File: src/rtl/vscale_fetch_queue.sv
// Decoupled instruction-fetch front end: sequential imem prefetch into a DEPTH-entry queue
// of {pc, inst, badmem}, drained by decode through a valid/ready handshake.
module vscale_fetch_queue #(
    parameter int unsigned     XLEN     = 32,
    parameter int unsigned     DEPTH    = 4,
    parameter logic [XLEN-1:0] RESET_PC = 32'h0000_0200
) (
    input  logic                     clk,
    input  logic                     reset,
    input  logic                     redirect_valid,
    input  logic [XLEN-1:0]          redirect_pc,
    output logic                     imem_req,
    output logic [XLEN-1:0]          imem_addr,
    input  logic                     imem_wait,
    input  logic [XLEN-1:0]          imem_rdata,
    input  logic                     imem_badmem_e,
    output logic                     out_valid,
    input  logic                     out_ready,
    output logic [XLEN-1:0]          out_pc,
    output logic [XLEN-1:0]          out_inst,
    output logic                     out_badmem,
    output logic [$clog2(DEPTH):0]   occupancy
);

    localparam int unsigned PW = $clog2(DEPTH);
    localparam int unsigned CW = PW + 1;

    logic [XLEN-1:0] fetch_pc_q, fetch_pc_d;
    logic            inflight_q, inflight_d;
    logic [XLEN-1:0] inflight_pc_q, inflight_pc_d;
    logic            halt_q, halt_d;
    logic [PW-1:0]   head_q, head_d;
    logic [PW-1:0]   tail_q, tail_d;
    logic [CW-1:0]   count_q, count_d;

    logic [XLEN-1:0] pc_mem   [DEPTH];
    logic [XLEN-1:0] inst_mem [DEPTH];
    logic            bad_mem  [DEPTH];

    logic          accept;
    logic          push;
    logic          pop;
    logic [CW:0]   pending;

    // Credit counts the in-flight fetch so a response always has a free slot.
    assign pending   = {1'b0, count_q} + (CW+1)'(inflight_q);
    assign imem_req  = !reset && !halt_q && (pending < (CW+1)'(DEPTH));
    assign imem_addr = redirect_valid ? redirect_pc : fetch_pc_q;
    assign accept    = imem_req && !imem_wait;

    // A redirect drops the response of the pre-redirect fetch and ignores any pop.
    assign push = inflight_q && !redirect_valid;
    assign pop  = out_valid && out_ready && !redirect_valid;

    assign out_valid  = (count_q != '0);
    assign out_pc     = pc_mem[head_q];
    assign out_inst   = inst_mem[head_q];
    assign out_badmem = bad_mem[head_q];
    assign occupancy  = count_q;

    always_comb begin
        head_d        = head_q;
        tail_d        = tail_q;
        count_d       = count_q;
        halt_d        = halt_q;
        inflight_d    = accept;
        inflight_pc_d = imem_addr;
        if (accept) begin
            fetch_pc_d = imem_addr + XLEN'(4);
        end else if (redirect_valid) begin
            fetch_pc_d = redirect_pc;
        end else begin
            fetch_pc_d = fetch_pc_q;
        end

        if (redirect_valid) begin
            head_d  = '0;
            tail_d  = '0;
            count_d = '0;
            halt_d  = 1'b0;
        end else begin
            if (push) begin
                tail_d = tail_q + PW'(1);
                if (imem_badmem_e) begin
                    halt_d = 1'b1;
                end
            end
            if (pop) begin
                head_d = head_q + PW'(1);
            end
            unique case ({push, pop})
                2'b10:   count_d = count_q + CW'(1);
                2'b01:   count_d = count_q - CW'(1);
                default: count_d = count_q;
            endcase
        end
    end

    always_ff @(posedge clk) begin
        if (reset) begin
            fetch_pc_q    <= RESET_PC;
            inflight_q    <= 1'b0;
            inflight_pc_q <= '0;
            halt_q        <= 1'b0;
            head_q        <= '0;
            tail_q        <= '0;
            count_q       <= '0;
        end else begin
            fetch_pc_q    <= fetch_pc_d;
            inflight_q    <= inflight_d;
            inflight_pc_q <= inflight_pc_d;
            halt_q        <= halt_d;
            head_q        <= head_d;
            tail_q        <= tail_d;
            count_q       <= count_d;
        end
    end

    // Storage needs no reset; the pointers and count define what is live.
    always_ff @(posedge clk) begin
        if (push) begin
            pc_mem[tail_q]   <= inflight_pc_q;
            inst_mem[tail_q] <= imem_rdata;
            bad_mem[tail_q]  <= imem_badmem_e;
        end
    end

endmodule
File: config.mk
export PLATFORM = sky130hd
export DESIGN_NAME = vscale_fetch_queue
export DESIGN_NICKNAME = d
export VERILOG_FILES = /design/src/rtl/vscale_fetch_queue.sv
export SDC_FILE = /design/constraint.sdc
export NUM_CORES = 1
export LEC_CHECK = 0
export ABC_CLOCK_PERIOD_IN_PS = 9900
export BUFFER_PORTS_ARGS = -buffer_cell sky130_fd_sc_hd__buf_2
export CORE_ASPECT_RATIO = 1.2
export CORE_MARGIN = 2
export CORE_UTILIZATION = 60
export CTS_BUF_LIST = sky130_fd_sc_hd__clkbuf_8 sky130_fd_sc_hd__clkbuf_16
export CTS_CLUSTER_SIZE = 28
export DETAILED_ROUTE_END_ITERATION = 10
export PLACE_DENSITY = 0.83
export SLEW_MARGIN = 20
export SYNTH_ARGS = -nofsm -noshare
export SYNTH_HDL_FRONTEND = slang
export SYNTH_SLANG_ARGS = --single-unit
File: constraint.sdc
create_clock -name clk -period 9.9 [get_ports clk]
set_input_delay 1.98 -clock clk [delete_from_list [all_inputs] [get_ports clk]]
set_output_delay 1.98 -clock clk [all_outputs]
set_load 0.01 [all_outputs]
==> reports/metrics.cfg <==
[outcome]
status = completed

[cells_and_area]
stdcell_count = 1158
finish.utilization_pct = 71.5
syn2layout_area_growth_pct = 17.6
final_area_um2 = 14900
antenna_cells = 0
drive_gt1_share_pct = 36.7
fin_nets = 941

[routing]
wl_met2_um = 12200
highest-signal-layer = met4
wirelength_um = 23600
met1Wirelength_um = 9850
vias = 6556
first_iter_violations = 418
drt-wirelength-per-cell_um = 20.3
first_pass_iters = 6
via_per_inst = 5.66
drc = 0
dr_wl_met3_um = 1240
postRouteAntennaNets = 0

[timing]
finalSetupViolCount = 0
worst_slew_pin_slew_ns = 1.01
finalHoldViolations = 0
period_share_pct = 55.3
min_period_ns = 5.48
slew_headroom_pct = 32.5
skew_ns = 0.0145
fmax_mhz = 183
hold_ws_ns = 0.475
rsz0062_at_grt = false
slew_viol_final = 0
fin_setup_tns_ns = 0

[clock_network]
cts_tree = done
clkSinkCount = 333
ctsHoldBuffers = 0
post_cts_resized = 0
cts_made_buffers = 30
h-tree-depth = 1
clk_path_buf_depth = 3
cts.reportedPaths.clkPinSlew_ns = 0.07
cts-root-buf = clkbuf_16
post_cts_buffers = 0
clk_latency_ns = 0.54

[worst_setup_path]
critPathLaunchType = input port
crit_family = buffers and inverters
crit_path_max_fanout = 49
cp.depth = 5
worstReg2RegStart = occupancy[2]
ff2ff_path_depth = 5
critPathMostFrequentCell = buf_2
endpoint_kind = output port
cp_num_buf_inv = 4
required_ns = 7.92
cp_slowest_stage_delay_ns = 0.55
critical_path.slowest_cell = buf_4
crit_arrival_ns = 3.50
crit_chain = buf_2, buf_4, mux2i_1, inv_1, buf_2
path_class = in -> out
cp-startpoint = redirect_valid

[place]
dp_hpwl_um = 13800
post_dp_cell_area_um2 = 13800
portBuffers = 171
placedCellCount = 1102
gp_congestion = 0.768

[synthesis]
synth-edff-count = 260
synth_compound_area_share_pct = 1.53
ys_seq_area_share_pct = 73.2
synth-seq-cells = 333
yosys.area_share.xor_xnor_pct = 0.899
muxShareOfSynthArea_pct = 15.2
synthArstFlopShare_pct = 0
synth_nets = 766
synth_most_common_cell = edfxtp_1
synth_top_area_cell = edfxtp_1
synth.cell_area_um2 = 12700
synthDominantCellAreaShare_pct = 61.6
yosysWarnings = 0
yosys-top-cells-count = 260 x edfxtp_1, 73 x dfxtp_1, 65 x mux4_2
synth-simple-area-share_pct = 6.30
syn_avg_cell_area_um2 = 18.4
synth_area_leaders = edfxtp_1 62%, mux4_2 12%, dfxtp_1 12%
synth_top_family_by_area = multiplexers
synth_cells = 689
synth_cell_types = 57
ys.flop_type = edfxtp_1
synth_adder_area_share_pct = 0.750

[grt]
grt_pass1_vias = 6885
grt_pass1_wl_um = 36600
grt_use_total_pct = 21.4
grt_max_degree = 66
grt_antenna_before_repair = 0
grt-ovfl-total = 0

[hold_path]
worstHoldPathType = reg -> reg
hold-path-cell-count = 0
hp-start = inflight_pc_q[24]

[floorplanning]
die-width_um = 137
die_h_um = 163
rows = 58
start_util_pct = 60.8
ios = 172
dieArea_um2 = 22300
core_area_um2 = 20800

[power]
power_density_nw_per_um2 = 199
p_leak_nw = 5.35
vdd_ir_drop_max_uv = 156

[job]
max-cap-violations = 0

==> registers in the layout (all words and copies together) (netlist names), named ones only <==
register       flops
head_q             2
inflight_q         1
inflight_pc_q     30
inst_mem         128
occupancy          3
halt_q             1
tail_q             2
bad_mem            4
fetch_pc_q        32
pc_mem           128
==> worst register-to-register path, delay by kind of cell (launching register included) <==
kind	cells	cell delay, ns
AND/OR/NAND/NOR	4	1.63
flip-flops	1	0.40
multiplexers	1	0.30
==> placed cells by master (no fill, tap or decap), types with 3 or more instances in the layout <==
cell type,synthesis,layout
dfxtp_1,73,71
edfxtp_1,260,260
buf_2,3,171
inv_1,30,36
a21oi_1,8,8
o21a_1,3,3
mux2_2,17,17
mux2i_1,21,21
nor2_1,54,54
clkbuf_8,0,4
or3_1,4,4
nand2_1,11,11
buf_4,5,3
xnor2_1,10,10
clkbuf_16,0,34
clkinvlp_4,0,3
and2_4,0,4
nand3_1,5,5
nor2b_1,11,11
ha_1,6,6
mux4_2,65,65
xor2_1,3,3
nor3_1,15,15
nor4_1,9,9
nand4_1,5,5
bufinv_16,0,6
==> power by group <==
part | internal [mW] | switching (mW) | total, mW
Sequential | 1.53 | 0.0151 | 1.55
Clock | 0.800 | 0.484 | 1.28
Combinational | 0.0545 | 0.0760 | 0.131
==> cell type report <==
type,count,area (um^2)
clock buffer,38,906
clock inverter,18,239
fill,1264,5930
inverter,31,116
multi-input combinational,294,3140
sequential,333,9280
tap,270,338
timing repair buffer,174,878
==> final timing paths <==
kind | end | slack, ns
worst max register to register | fetch_pc_q[19] | 7.46
worst min-delay path | pc_mem[0][24] | 0.48
worst max-delay path | imem_addr[10] | 4.42
worst min register to register | pc_mem[0][24] | 0.48
==> metrics by stage <==
stage               power, mW  setup WS (ns)
finish                   2.96           4.42
global route             3.05           4.29
CTS                      2.98           4.45
detailed placement       1.71           4.45
global placement         1.70           4.47
floorplan                1.65           4.67
==> layer usage <==
| layer | track usage, % | up-vias |
|---|---|---|
| li1 | - | 3037 |
| met3 | 3.32 | 24 |
| met4 | 4.40 | 0 |
| met5 | 0 | - |
| met1 | 28.7 | 3309 |
| met2 | 37.4 | 186 |
==> kinds of logic after synthesis <==
group / after synthesis
flip-flops: 333
AND/OR/NAND/NOR: 140
multiplexers: 108
buffers and inverters: 62
AO/OA/AOI/OAI: 26
XOR/XNOR: 13
adder cells (fa/ha/maj): 7
Power figures use the tool's default switching activity.
